**src/rtl/matmul_pkg.sv**
```systemverilog
// Shared definitions for the matrix-multiply engine: default sizes, width
// helpers and the run-state encoding used by the operate-signals FSM.
package matmul_pkg;

  localparam int DEF_DIM    = 3;
  localparam int DEF_DATA_W = 8;

  // Accumulator wide enough for DIM products of two full-scale operands
  function automatic int acc_width(input int dim, input int data_w);
    return 2 * data_w + $clog2(dim);
  endfunction

  function automatic int addr_width(input int dim);
    return $clog2(dim * dim);
  endfunction

  function automatic int idx_width(input int dim);
    return $clog2(dim);
  endfunction

  localparam logic [0:0] ST_IDLE = 1'b0;
  localparam logic [0:0] ST_RUN  = 1'b1;

endpackage

```
**src/rtl/matmul_idx_counter.sv**
```systemverilog
// Nested k/j/i loop counter: k is innermost, i outermost. Wraps fully to zero
// after the last (i,j,k) so the next run starts clean even without a clear.
module matmul_idx_counter #(
  parameter int DIM   = 3,
  parameter int IDX_W = 2
) (
  input  logic             i_clk,
  input  logic             i_rst,
  input  logic             i_clr,
  input  logic             i_step,
  output logic [IDX_W-1:0] o_i,
  output logic [IDX_W-1:0] o_j,
  output logic [IDX_W-1:0] o_k,
  output logic             o_last_k,
  output logic             o_last_all
);

  localparam logic [IDX_W-1:0] LAST = IDX_W'(DIM - 1);

  logic [IDX_W-1:0] r_i, r_j, r_k;

  // Advance k, carrying into j then i
  always_ff @(posedge i_clk) begin
    if (!i_rst || i_clr) begin
      r_i <= '0;
      r_j <= '0;
      r_k <= '0;
    end else if (i_step) begin
      if (r_k != LAST) begin
        r_k <= r_k + 1'b1;
      end else begin
        r_k <= '0;
        if (r_j != LAST) begin
          r_j <= r_j + 1'b1;
        end else begin
          r_j <= '0;
          r_i <= (r_i == LAST) ? '0 : r_i + 1'b1;
        end
      end
    end
  end

  assign o_i        = r_i;
  assign o_j        = r_j;
  assign o_k        = r_k;
  assign o_last_k   = (r_k == LAST);
  assign o_last_all = (r_k == LAST) && (r_j == LAST) && (r_i == LAST);

endmodule

```
**src/rtl/matmul_addr_accum.sv**
```systemverilog
// Address generation and multiply-accumulate stage of the matrix-multiply
// engine. Steps (i,j,k), drives A/B read addresses and writes each finished
// dot product into C.
module matmul_addr_accum
  import matmul_pkg::*;
#(
  parameter int DIM    = DEF_DIM,
  parameter int DATA_W = DEF_DATA_W,
  parameter int ACC_W  = acc_width(DIM, DATA_W),
  parameter int ADDR_W = addr_width(DIM)
) (
  input  logic              i_clk,
  input  logic              i_rst,
  input  logic              i_start,
  input  logic              i_signalGenAddr,
  input  logic              i_signalAcum,
  input  logic [DATA_W-1:0] i_dataA,
  input  logic [DATA_W-1:0] i_dataB,
  output logic [ADDR_W-1:0] o_addrA,
  output logic [ADDR_W-1:0] o_addrB,
  output logic [ADDR_W-1:0] o_addrC,
  output logic [ACC_W-1:0]  o_dataC,
  output logic              o_weC,
  output logic              o_busy,
  output logic              o_done
);

  localparam int IDX_W = idx_width(DIM);

  logic [0:0]        r_state;
  logic [ACC_W-1:0]  r_acc;
  logic [ADDR_W-1:0] r_addr_a, r_addr_b, r_addr_c;
  logic [ACC_W-1:0]  r_data_c;
  logic              r_we_c, r_done;

  logic [IDX_W-1:0]    w_i, w_j, w_k;
  logic                w_last_k, w_last_all;
  logic                w_run, w_gen, w_acum;
  logic [2*DATA_W-1:0] w_prod;
  logic [ACC_W-1:0]    w_sum;
  logic [ADDR_W-1:0]   w_addr_a, w_addr_b, w_addr_c;

  // A start in RUN takes priority over both strobes in the same cycle
  assign w_run  = (r_state == ST_RUN);
  assign w_gen  = w_run && !i_start && i_signalGenAddr;
  assign w_acum = w_run && !i_start && i_signalAcum;

  assign w_prod   = i_dataA * i_dataB;
  assign w_sum    = (w_k == '0) ? ACC_W'(w_prod) : r_acc + ACC_W'(w_prod);
  assign w_addr_a = ADDR_W'(w_i) * ADDR_W'(DIM) + ADDR_W'(w_k);
  assign w_addr_b = ADDR_W'(w_k) * ADDR_W'(DIM) + ADDR_W'(w_j);
  assign w_addr_c = ADDR_W'(w_i) * ADDR_W'(DIM) + ADDR_W'(w_j);

  matmul_idx_counter #(
    .DIM   (DIM),
    .IDX_W (IDX_W)
  ) u_idx (
    .i_clk      (i_clk),
    .i_rst      (i_rst),
    .i_clr      (i_start),
    .i_step     (w_acum),
    .o_i        (w_i),
    .o_j        (w_j),
    .o_k        (w_k),
    .o_last_k   (w_last_k),
    .o_last_all (w_last_all)
  );

  // Run state, address registers, accumulator and C write port
  always_ff @(posedge i_clk) begin
    if (!i_rst) begin
      r_state  <= ST_IDLE;
      r_acc    <= '0;
      r_addr_a <= '0;
      r_addr_b <= '0;
      r_addr_c <= '0;
      r_data_c <= '0;
      r_we_c   <= 1'b0;
      r_done   <= 1'b0;
    end else begin
      r_we_c <= 1'b0;
      r_done <= 1'b0;
      if (i_start) begin
        // Fresh start or restart: partial sum is dropped without a write
        r_state <= ST_RUN;
        r_acc   <= '0;
      end else begin
        if (w_gen) begin
          r_addr_a <= w_addr_a;
          r_addr_b <= w_addr_b;
        end
        if (w_acum) begin
          if (!w_last_k) begin
            r_acc <= w_sum;
          end else begin
            r_data_c <= w_sum;
            r_addr_c <= w_addr_c;
            r_we_c   <= 1'b1;
            r_acc    <= '0;
            if (w_last_all) begin
              r_done  <= 1'b1;
              r_state <= ST_IDLE;
            end
          end
        end
      end
    end
  end

  assign o_addrA = r_addr_a;
  assign o_addrB = r_addr_b;
  assign o_addrC = r_addr_c;
  assign o_dataC = r_data_c;
  assign o_weC   = r_we_c;
  assign o_busy  = w_run;
  assign o_done  = r_done;

endmodule

```
**config.mk**
```make
export PLATFORM = sky130hd
export DESIGN_NAME = matmul_addr_accum
export DESIGN_NICKNAME = d
export VERILOG_FILES = /design/src/rtl/matmul_pkg.sv /design/src/rtl/matmul_idx_counter.sv /design/src/rtl/matmul_addr_accum.sv
export SDC_FILE = /design/constraint.sdc
export NUM_CORES = 1
export LEC_CHECK = 0
export CAP_MARGIN = 10
export CORE_ASPECT_RATIO = 0.9
export CORE_UTILIZATION = 60
export CTS_BUF_LIST = sky130_fd_sc_hd__clkbuf_4 sky130_fd_sc_hd__clkbuf_8
export DETAILED_ROUTE_END_ITERATION = 8
export PLACE_DENSITY_LB_ADDON = 0.2
export REMOVE_ABC_BUFFERS = 1
export SLEW_MARGIN = 20
export SYNTH_ARGS = -nofsm -noshare
export SYNTH_HDL_FRONTEND = slang
export SYNTH_SLANG_ARGS = --single-unit
```
**constraint.sdc**
```tcl
create_clock -name i_clk -period 10.91 [get_ports i_clk]
set_input_delay 1.6365 -clock i_clk [delete_from_list [all_inputs] [get_ports i_clk]]
set_output_delay 1.6365 -clock i_clk [all_outputs]
set_load 0.01 [all_outputs]
```
Word level (Yosys, flattened, before mapping). Index checks and enable logic that the tools add are counted.

Logic and storage cells: 63. Register bits after elaboration: 57. Input bits: 21.

Reductions and logical operators: 20. Multiply operators: 3. Muxes and demuxes: 11. Bitwise gates (word level): 6. Add/subtract/negate cells: 7. Equality and inequality tests: 5.

Operator list (count): 18-bit 2-to-1 mux (2); 18-bit by 16-bit adder with 18-bit output (1); 8-bit by 8-bit multiplier with 16-bit output (1); 4-bit by 2-bit adder with 4-bit output (3); 3-bit AND reduction (3); 2-bit by 2-bit multiplier with 4-bit output, second input constant (2); 2-bit by 1-bit adder with 2-bit output, second input constant (3); 2-bit equality test, second input constant (3); 1-bit 2-to-1 mux (6); 2-bit 2-to-1 mux (3); 1-bit NOT (6); 2-bit nonzero test (3); 1-bit logical AND (5); 2-bit inequality test, second input constant (2); 2-bit AND reduction (2); 4-bit OR reduction (1); 3-bit OR reduction (1); 1-bit zero test (2); 2-bit zero test (1); 2-bit OR reduction (1); 1-bit logical OR (1).

Longest topological paths before layout. Gate-level depths: netlist of run 1.

Depth after elaboration: 7. Mapped depth: 24. Depth with buffers taken out: 24.

Cells and area by module. From an unflattened synthesis of run 1, not the netlist that was laid out.

Cell total of the unflattened synthesis: 629. Area, all modules: 5403.9 um^2.

Modules (own cells, without submodules): matmul_addr_accum (cells an instance 597, area an instance 5114.9 um^2, sequential area each 1021.0 um^2, times used 1); matmul_idx_counter (cells an instance 32, area an instance 289.0 um^2, sequential area each 120.1 um^2, times used 1).

Least setup slack after synthesis of run 1. No wires, ideal clock.

Kind: input to register. From: in i_dataA[0]. To: reg r_acc[12]. Path slack: 4277 ps. Buffers on the path: 0. Stages on the path: 21. Setup time: 117 ps. Data arrival time: 6517 ps. Cells stage by stage: nand2_1 fa_1 fa_1 inv_1 fa_1 inv_1 fa_1 inv_1 ha_1 a21oi_1 a31oi_1 o21a_1 nor2_1 xnor2_1 ha_1 a21o_2 a311oi_1 a21oi_2 xor2_1 mux2_2 a22o_1.

Cells in the longest elaborated chain, start to end: 4.

RTL lines: from (decl) (RTL line matmul_addr_accum.sv:17) `input logic [DATA_W-1:0] i_dataA,`; 8-bit by 8-bit multiplier with 16-bit output * (RTL line matmul_addr_accum.sv:48) `assign w_prod = i_dataA * i_dataB;`; 18-bit by 16-bit adder with 18-bit output (RTL line matmul_addr_accum.sv:49) `assign w_sum = (w_k == '0) ? ACC_W'(w_prod) : r_acc + ACC_W'(w_prod);`; 18-bit 2-to-1 mux * (RTL line matmul_addr_accum.sv:49); 18-bit 2-to-1 mux * (RTL line matmul_addr_accum.sv:93) `if (!w_last_k) begin`; to (signal assigned) (RTL line matmul_addr_accum.sv:94) `r_acc <= w_sum;`; to (decl) (RTL line matmul_addr_accum.sv:31) `logic [ACC_W-1:0] r_acc;`.

Every way passes the cells marked *; elsewhere a longest branch is shown, timed or not. A chain may end at the register's enable or synchronous reset.

Final worst setup path of run 1.
From: in i_dataA[0]. To: reg r_acc[16].

Cells in the longest elaborated chain, start to end: 4.

RTL lines (RTL line): 8-bit by 8-bit multiplier with 16-bit output (matmul_addr_accum.sv:48); 18-bit by 16-bit adder with 18-bit output (matmul_addr_accum.sv:49); 18-bit 2-to-1 mux (matmul_addr_accum.sv:49); 18-bit 2-to-1 mux (matmul_addr_accum.sv:93).

No other way between the ends.

==> flow_metrics.env, run 1 <==
export IMPL_status="finished, final reports clean"
export IMPL_relSlewSlack_pct=35.3
export IMPL_htreeDepth=3
export IMPL_core_area_um2=8650
export IMPL_ys_warn_count=0
export IMPL_n_antenna_cell=0
export IMPL_synth_cells=620
export IMPL_cts_root_buf="clkbuf_8"
export IMPL_ys_top_cells_by_area="dfxtp_1 (21%), fa_1 (15%), ha_1 (15%)"
export IMPL_die_h_um=92.0
export IMPL_synth_top_area_share_pct=21.1
export IMPL_seq_area_frac_synth_pct=21.1
export IMPL_post_cts_setup_buffers=0
export IMPL_ant_nets=0
export IMPL_drc=0
export IMPL_worstPathArrival_ps=7670
export IMPL_async_flop_share_pct=0
export IMPL_cts_tree="done"
export IMPL_vias=4497
export IMPL_setup_violations_final=0
export IMPL_cts_sinks=57
export IMPL_ys_flop_type="dfxtp_1"
export IMPL_hold_buffers=0
export IMPL_fmax_mhz=134
export IMPL_cts_buffers_inserted=9
export IMPL_crit_fanout=8
export IMPL_antenna_found_initial=0
export IMPL_finalNetCount=797
export IMPL_syn_to_final_growth_pct=14.4
export IMPL_cts_max_path_buffers=2
export IMPL_worstSetupEndpointType="register"
export IMPL_die_x_um=102
export IMPL_grt_max_degree=34
export IMPL_cp_start_kind="input pin"
export IMPL_cp_required_ps=11140
export IMPL_first_iter_violations=164
export IMPL_initial_core_util_pct=62.5
export IMPL_wl_um=11800
export IMPL_std_cell_rows=32
export IMPL_rsz0062_at_grt="no"
export IMPL_grt_ovfl_total=0
export IMPL_drive_gt1_share_pct=4.75
export IMPL_ys_types=62
export IMPL_layout_worst_path_cycle_share_pct=68.2
export IMPL_tns_ps=0
export IMPL_total_power_mw=0.994
export IMPL_clk_insertion_delay_late_ps=350
export IMPL_syn_cell_area_um2=5400
export IMPL_grt_pass1_vias=4326
export IMPL_path_clk_slew_ps=60
export IMPL_grt_usage_pct=26.4
export IMPL_cts_resized=0
export IMPL_critical_path_class="input pin to register"
export IMPL_powerDensity_nw_per_um2=161
export IMPL_yosysTopAreaCell="dfxtp_1"
export IMPL_wl_per_cell_um=14.8
export IMPL_ys_ff_latch=57
export IMPL_first_pass_iters=4
export IMPL_die_area_um2=9390
export IMPL_avgSynthCellArea_um2=8.72
export IMPL_power_leakage_nw=2.83
export IMPL_hpwl_um=9240
export IMPL_maxSlewViolCount=0
export IMPL_hold_viol_final=0
export IMPL_fin_worst_skew_ps=3.72
export IMPL_min_path_type="register to register"
export IMPL_fill_cells=694
export IMPL_gp_congestion=0.926
export IMPL_min_period_ps=7450
export IMPL_tightest_slew_ps=966
export IMPL_ir_drop_mv=0.118
export IMPL_io_buffers=53
export IMPL_synth_edf_count=0
export IMPL_maxCapViolCount=0
export IMPL_grt_pass1_wl_um=19600
export IMPL_ioPinCount=54
export IMPL_via_per_inst=5.67
-- per-stage QoR --
step / hold WS [ps] / worst slack, ps / cell area, µm² / utilization, % / instances
after CTS: 466 / 3500 / 6180 / 71.5 / 793
final: 463 / 3460 / 6180 / 71.5 / 793
after global placement: 446 / 3390 / 6010 / 69.5 / 778
after detailed placement: 456 / 3170 / 6010 / 69.5 / 778
after global routing: 485 / 3040 / 6180 / 71.5 / 793
after floorplan: 431 / 4270 / 5310 / - / 602
-- area by class of cell --
class,count,area (µm²),share of cell area (%)
Clock inverter,4,20.0,0.324
Tap cell,119,149,2.41
Inverter,66,248,4.01
Multi-Input combinational cell,479,3920,63.4
Timing Repair Buffer,57,561,9.07
Sequential cell,57,1140,18.5
Clock buffer,11,145,2.35
-- power breakdown --
group	internal [mW]	leakage, nW	switching, mW
Combinational	0.254	2.28	0.352
Sequential	0.212	0.460	0.00264
Clock	0.0881	0.0921	0.0846
-- layout by cell type (no fill, tap or decap), drive strengths merged, types with 2 or more instances in the layout --
cell type,synthesis,final
o21ai,28,28
buf,5,4
a31o,3,3
or3,3,3
a21boi,7,7
a32oi,2,2
mux2,4,4
and2,59,59
nand3,11,11
a221oi,2,2
clkdlybuf4s50,0,53
ha,65,65
a22o,2,2
o21bai,6,6
inv,65,65
xnor2,19,19
o211a,8,8
nor3,5,5
nand2,66,66
xor2,7,7
nor3b,4,4
dfxtp,57,57
o21a,3,3
and3b,2,2
clkinv,1,5
a22oi,4,4
clkbuf,12,11
fa,41,41
nor2,31,31
o31ai,2,2
nor2b,11,11
nand2b,3,3
a31oi,6,6
a21o,10,10
and3,2,2
a211oi,4,4
mux2i,8,8
a21oi,37,37
-- cells by family (layout without fill, tap and decap cells) --
| family | count (synthesis) | in the layout | synth area share (%) |
|---|---|---|---|
| AO/OA/AOI/OAI | 133 | 133 | 16.7 |
| XOR/XNOR | 26 | 26 | 4.21 |
| adder cells (fa/ha/maj) | 106 | 106 | 30.2 |
| buffers and inverters | 84 | 138 | 6.41 |
| flip-flops | 57 | 57 | 21.1 |
| multiplexers | 12 | 12 | 2.32 |
| AND/OR/NAND/NOR | 202 | 202 | 19.0 |
-- routing by layer --
metal	track usage, %	up-vias	share of wire (%)
met5	0	-	0
met4	6.31	0	1.2
met3	5.18	17	4.1
met2	43.4	94	49
met1	35.5	2198	45
li1	-	2188	-
-- cells in the mapped netlist, drive strengths merged (10+ instances only) --
cell    instances
xnor2          19
dfxtp          57
a21oi          37
nor2           31
nand2          66
ha             65
nand3          11
fa             41
a21o           10
and2           59
clkbuf         12
inv            65
nor2b          11
o21ai          28
-- worst max-delay path, cell delays in order --
cell and delay, ps:
clkdlybuf4s50_1 620, nand2_1 120, fa_1 510, fa_1 550, inv_1 60, fa_1 530, inv_1 50, fa_1 520
inv_1 40, ha_1 350, a21oi_1 260, a31oi_1 220, o21a_1 210, nor2_1 100, xnor2_1 150, ha_1 330
a21o_2 250, a311oi_1 320, a21oi_2 140, a31oi_1 240, mux2i_1 100, a211oi_1 230, o21ai_0 120
-- sequential cells by signal, indices dropped and copies added, names as in the netlist --
| signal | flops |
|---|---|
| o_addrC | 4 |
| o_done | 1 |
| o_addrA | 4 |
| o_dataC | 18 |
| o_addrB | 4 |
| o_weC | 1 |
| u_idx.o_j | 2 |
| o_busy | 1 |
| r_acc | 18 |
| u_idx.o_i | 2 |
| u_idx.o_k | 2 |
-- worst paths after layout --
path,end,cells after the start,from,slack [ps]
worst max-delay path,r_acc[16]$_SDFFE_PP0P_,23,i_dataA[0],3460
worst min register to register,o_dataC[2]$_SDFFE_PN0P_,2,o_dataC[2]$_SDFFE_PN0P_,460
worst max register to register,o_dataC[14]$_SDFFE_PN0P_,11,r_acc[0]$_SDFFE_PP0P_,8170
worst min-delay path,o_dataC[2]$_SDFFE_PN0P_,2,o_dataC[2]$_SDFFE_PN0P_,460
No activity file was read; power rests on OpenSTA's default activity.
==> run 2, diff against run 1 <==
- clock period: 10.91 -> 6.87 ns (I/O delays scaled with it)
==> run 2 against run 1 <==
Net effect:
- global-route usage rose by 0.090 points
- wire length is 1.0% higher
- non-clock buffer count up 23
- worst setup slack lost 3200 ps
- final area up 3.9%
- first-iteration DRC count rose by 26%
- highest routed layer unchanged
- sequential cell count did not move
- sequential power is 59% higher
==> flow_metrics.env, run 2 (synthesis gave the netlist of run 1 again) <==
export IMPL_status="finished, final reports clean"
export IMPL_powerDensity_nw_per_um2=269
export IMPL_wl_per_cell_um=14.5
export IMPL_setup_violations_final=0
export IMPL_cts_resized=0
export IMPL_drive_gt1_share_pct=8.45
export IMPL_die_area_um2=9390
export IMPL_worstSetupEndpointType="register"
export IMPL_initial_core_util_pct=62.5
export IMPL_min_period_ps=6610
export IMPL_critical_path_class="input pin to register"
export IMPL_dpl_instance_area_um2=6190
export IMPL_cts_sinks=57
export IMPL_power_leakage_nw=2.97
export IMPL_fin_worst_skew_ps=7.52
export IMPL_cp_start_kind="input pin"
export IMPL_first_iter_violations=206
export IMPL_cts_root_buf="clkbuf_8"
export IMPL_worstPathArrival_ps=6850
export IMPL_r2r_cells=11
export IMPL_hold_buffers=0
export IMPL_total_power_mw=1.73
export IMPL_min_path_type="register to register"
export IMPL_whs_ps=455
export IMPL_drc=0
export IMPL_crit_top_cell="fa_1"
export IMPL_slowest_delay_ps=620
export IMPL_gp_congestion=0.886
export IMPL_pre_cts_ws_ps=-66.2
export IMPL_die_x_um=102
export IMPL_critPathCapture="o_dataC[14]$_SDFFE_PN0P_"
export IMPL_hpwl_um=9450
export IMPL_fmax_mhz=151
export IMPL_ioPinCount=54
export IMPL_tightest_slew_ps=853
export IMPL_grt_pass1_vias=4368
export IMPL_final_cells=817
export IMPL_finalNetCount=820
export IMPL_die_h_um=92.0
export IMPL_htreeDepth=3
export IMPL_ant_nets=0
export IMPL_slowest_stage="clkdlybuf4s50_1"
export IMPL_std_cell_rows=32
export IMPL_cts_buffers_inserted=9
export IMPL_dp_cells=801
export IMPL_hold_viol_final=0
export IMPL_crit_start="i_dataB[3]"
export IMPL_first_pass_iters=4
export IMPL_crit_chain="clkdlybuf4s50_1 > nand2_1 > fa_1 > fa_1 > inv_1 > fa_1 > inv_1 > fa_1 > inv_1 > ha_1 > a21oi_2 > a31oi_2 > o21a_1 > nor2_1 > xnor2_1 > ha_1 > a21oi_1 > nand2_1 > a21oi_1 > a21oi_2 > a21oi_1 > or4b_1 > o211a_1 > o31ai_2"
export IMPL_grt_max_degree=34
export IMPL_cts_max_path_buffers=2
export IMPL_via_per_inst=5.52
export IMPL_worst_slack_ps=257
export IMPL_reg2reg_slack_ps=4160
export IMPL_ir_drop_mv=0.209
export IMPL_rr_startpoint="r_acc[0]$_SDFFE_PP0P_"
export IMPL_syn_to_final_growth_pct=18.8
export IMPL_path_clk_slew_ps=60
export IMPL_grt_usage_pct=26.5
export IMPL_final_core_util_pct=74.2
export IMPL_antenna_found_initial=0
export IMPL_grt_ovfl_total=0
export IMPL_io_buffers=53
export IMPL_wl_um=11900
export IMPL_core_area_um2=8650
export IMPL_n_antenna_cell=0
export IMPL_final_cell_area_um2=6420
export IMPL_layout_worst_path_cycle_share_pct=96.3
export IMPL_maxSlewViolCount=0
export IMPL_vias=4510
export IMPL_clk_insertion_delay_late_ps=330
export IMPL_cp_required_ps=7100
export IMPL_timing_rr_end="o_dataC[14]$_SDFFE_PN0P_"
export IMPL_layout_cells_most_common="nand2_1"
export IMPL_maxCapViolCount=0
export IMPL_post_cts_setup_buffers=0
export IMPL_crit_fanout=8
export IMPL_grt_pass1_wl_um=19700
export IMPL_mostFrequentLayoutCells="nand2_1 (66), inv_1 (65), ha_1 (65)"
export IMPL_tns_ps=0
export IMPL_cts_tree="done"
export IMPL_relSlewSlack_pct=42.9
[run 2: cell count changes in the layout (fill, tap and decap cells not counted)]
cell / before / now
a31oi_2: 0 / 1
clkbuf_8: 10 / 12
clkinv_2: 4 / 1
a311oi_1: 1 / 0
a31oi_1: 6 / 5
a21oi_1: 35 / 34
clkbuf_4: 1 / 2
buf_4: 4 / 27
bufinv_16: 0 / 1
a311oi_2: 0 / 1
a21oi_2: 2 / 3
[run 2: how the worst min path moves through the flow]
stage	start	endpoint	slack (ps)	cells after the start
global placement	r_acc[11]$_SDFFE_PP0P_	r_acc[11]$_SDFFE_PP0P_	450	2
global route	o_dataC[3]$_SDFFE_PN0P_	o_dataC[3]$_SDFFE_PN0P_	480	2
floorplan	r_acc[14]$_SDFFE_PP0P_	r_acc[14]$_SDFFE_PP0P_	430	2
detailed placement	r_acc[11]$_SDFFE_PP0P_	r_acc[11]$_SDFFE_PP0P_	450	2
CTS	r_acc[11]$_SDFFE_PP0P_	r_acc[11]$_SDFFE_PP0P_	460	2
finish	r_acc[11]$_SDFFE_PP0P_	r_acc[11]$_SDFFE_PP0P_	460	2
[run 2: report_power, final]
group / switching [mW] / internal, mW / leakage, nW
sequential: 0.00432 / 0.337 / 0.460
clock: 0.126 / 0.205 / 0.114
combinational: 0.589 / 0.467 / 2.39
[run 2: layer usage]
| layer | GRT usage (%) | vias up | part of all wire [%] |
|---|---|---|---|
| met2 | 44.0 | 85 | 49 |
| met1 | 35.9 | 2183 | 46 |
| met4 | 5.00 | 0 | 0.19 |
| met5 | 0 | - | 0 |
| li1 | - | 2238 | - |
| met3 | 4.88 | 4 | 4.8 |
[run 2: worst max-delay path, delay by kind of cell]
family | cells | cell delay (ps)
compound gates | 9 | 1340
simple gates | 4 | 810
xor+xnor | 1 | 100
fa+ha+maj | 6 | 2770
buf+inv | 4 | 780
[run 2: final cells by class]
type | count | area, µm²
multi-input combinational | 479 | 3930
fill | 663 | 2230
sequential | 57 | 1140
timing repair buffer | 80 | 733
inverter | 66 | 248
clock buffer | 14 | 180
tap | 119 | 149
clock inverter | 2 | 35.0
==> run 3, diff against run 2 <==
- RECOVER_POWER: default -> 25
==> run 3 against run 2 <==
Net effect:
- clock skew up 0.81 ps
- worst hold slack better by 3.3 ps
- final area unchanged
- cell count unchanged
- utilization unchanged
- global-route usage unchanged
- die area unchanged
- first-iteration DRC count down 14%
- largest power group unchanged
- sequential share of layout area unchanged
- critical path depth unchanged
- sequential power about the same
==> flow_metrics.env, run 3 (synthesis gave the netlist of run 1 again) <==
export IMPL_hold_viol_final=0
export IMPL_finalNetCount=820
export IMPL_cp_start_kind="input pin"
export IMPL_n_antenna_cell=0
export IMPL_power_leakage_nw=3.02
export IMPL_min_path_type="register to register"
export IMPL_grt_pass1_vias=4368
export IMPL_min_period_ps=6610
export IMPL_first_pass_iters=7
export IMPL_cts_max_path_buffers=2
export IMPL_grt_ovfl_total=0
export IMPL_wl_met3_um=478
export IMPL_drive_gt1_share_pct=8.45
export IMPL_first_iter_violations=177
export IMPL_layout_cells_most_common="nand2_1"
export IMPL_htreeDepth=3
export IMPL_hold_start="r_acc[11]$_SDFFE_PP0P_"
export IMPL_via_per_inst=5.53
export IMPL_cts_root_buf="clkbuf_8"
export IMPL_die_area_um2=9390
export IMPL_critical_path_class="input pin to register"
export IMPL_die_x_um=102
export IMPL_crit_fanout=8
export IMPL_die_h_um=92.0
export IMPL_ir_drop_mv=0.209
export IMPL_relSlewSlack_pct=42.6
export IMPL_grt_max_degree=34
export IMPL_gp_congestion=0.886
export IMPL_multi_input_area_um2=3930
export IMPL_fin_worst_skew_ps=8.33
export IMPL_cts_buffers_inserted=9
export IMPL_layout_worst_path_cycle_share_pct=96.3
export IMPL_total_power_mw=1.73
export IMPL_seq_area_um2=1140
export IMPL_wl_um=11900
export IMPL_path_clk_slew_ps=60
export IMPL_std_cell_rows=32
export IMPL_antenna_found_initial=0
export IMPL_dr_wl_met2_um=5910
export IMPL_whs_ps=459
export IMPL_vias=4517
export IMPL_cts_sinks=57
export IMPL_hpwl_um=9450
export IMPL_syn_to_final_growth_pct=18.8
export IMPL_fill_cells=663
export IMPL_setup_violations_final=0
export IMPL_worstSetupEndpointType="register"
export IMPL_grt_pass1_wl_um=19700
export IMPL_initial_core_util_pct=62.5
export IMPL_cp_required_ps=7110
export IMPL_post_cts_setup_buffers=0
export IMPL_ioPinCount=54
export IMPL_wl_per_cell_um=14.6
export IMPL_mostFrequentLayoutCells="nand2_1 (66), inv_1 (65), ha_1 (65)"
export IMPL_wl_met1_um=5490
export IMPL_maxSlewViolCount=0
export IMPL_worstPathArrival_ps=6850
export IMPL_ant_nets=0
export IMPL_core_area_um2=8650
export IMPL_powerDensity_nw_per_um2=270
export IMPL_crit_start="i_dataB[3]"
export IMPL_maxCapViolCount=0
export IMPL_rr_startpoint="r_acc[0]$_SDFFE_PP0P_"
export IMPL_tns_ps=0
export IMPL_fmax_mhz=151
export IMPL_cts_tree="done"
export IMPL_clk_insertion_delay_late_ps=330
export IMPL_tightest_slew_ps=858
export IMPL_io_buffers=53
export IMPL_top_layer="met4"
export IMPL_drc=0
export IMPL_grt_usage_pct=26.5
export IMPL_status="finished, final reports clean"
[run 3: changes by cell type in the layout (fill, tap and decap cells not counted)]
cell,delta
dlygate4sd3_1,+15
clkdlybuf4s50_1,-15
[run 3: path summary, 6_finish.rpt]
| check | slack [ps] | endpoint | cells after the start |
|---|---|---|---|
| max | 260 | o_dataC[14]$_SDFFE_PN0P_ | 24 |
| min | 460 | r_acc[11]$_SDFFE_PP0P_ | 2 |
| max reg2reg | 4160 | o_dataC[14]$_SDFFE_PN0P_ | 11 |
| min reg2reg | 460 | r_acc[11]$_SDFFE_PP0P_ | 2 |
[run 3: per-stage QoR]
step | instance area (µm²) | util [%] | setup WS [ps] | instances
6_report | 6420 | 74.2 | 258 | 817
5_1_grt | 6420 | 74.2 | -1.25 | 817
4_1_cts | 6400 | 74.0 | 274 | 817
3_5_place_dp | 6190 | 71.5 | -66.2 | 801
3_3_place_gp | 6190 | 71.5 | 128 | 801
2_1_floorplan | 5310 | - | 840 | 602
[run 3: metal layers]
metal  track usage (%)  vias to the layer above
li1                  -                     2240
met1              35.9                     2182
met2              44.0                       89
met3              4.88                        6
met4              5.00                        0
met5                 0                        -
[run 3: area by class of cell]
class / count / area share [%]
inverter: 66 / 3.86
tap: 119 / 2.32
sequential: 57 / 17.8
clock inverter: 2 / 0.546
multi-input combinational: 479 / 61.3
timing repair buffer: 80 / 11.4
clock buffer: 14 / 2.81
[run 3: what timing repair did]
item | 4_1_cts | 5_1_grt
endpoints found under the setup margin | 0 | 10
resized for setup | 0 | 3
hold endpoints to repair | 0 | 0
hold buffers | 0 | 0
[run 3: power breakdown]
part,switching [mW],internal (mW)
Sequential,0.00433,0.337
Combinational,0.590,0.467
Clock,0.129,0.205
Total,0.723,1.01
[run 3: critical path: stages]
cell	delay, ps
clkdlybuf4s50_1	630
nand2_1	120
fa_1	480
fa_1	490
inv_1	60
fa_1	520
inv_1	60
fa_1	540
inv_1	40
ha_1	340
a21oi_2	220
a31oi_2	130
o21a_1	180
nor2_1	110
xnor2_1	100
ha_1	400
a21oi_1	120
nand2_1	100
a21oi_1	80
a21oi_2	180
a21oi_1	110
or4b_1	480
o211a_1	160
o31ai_2	160
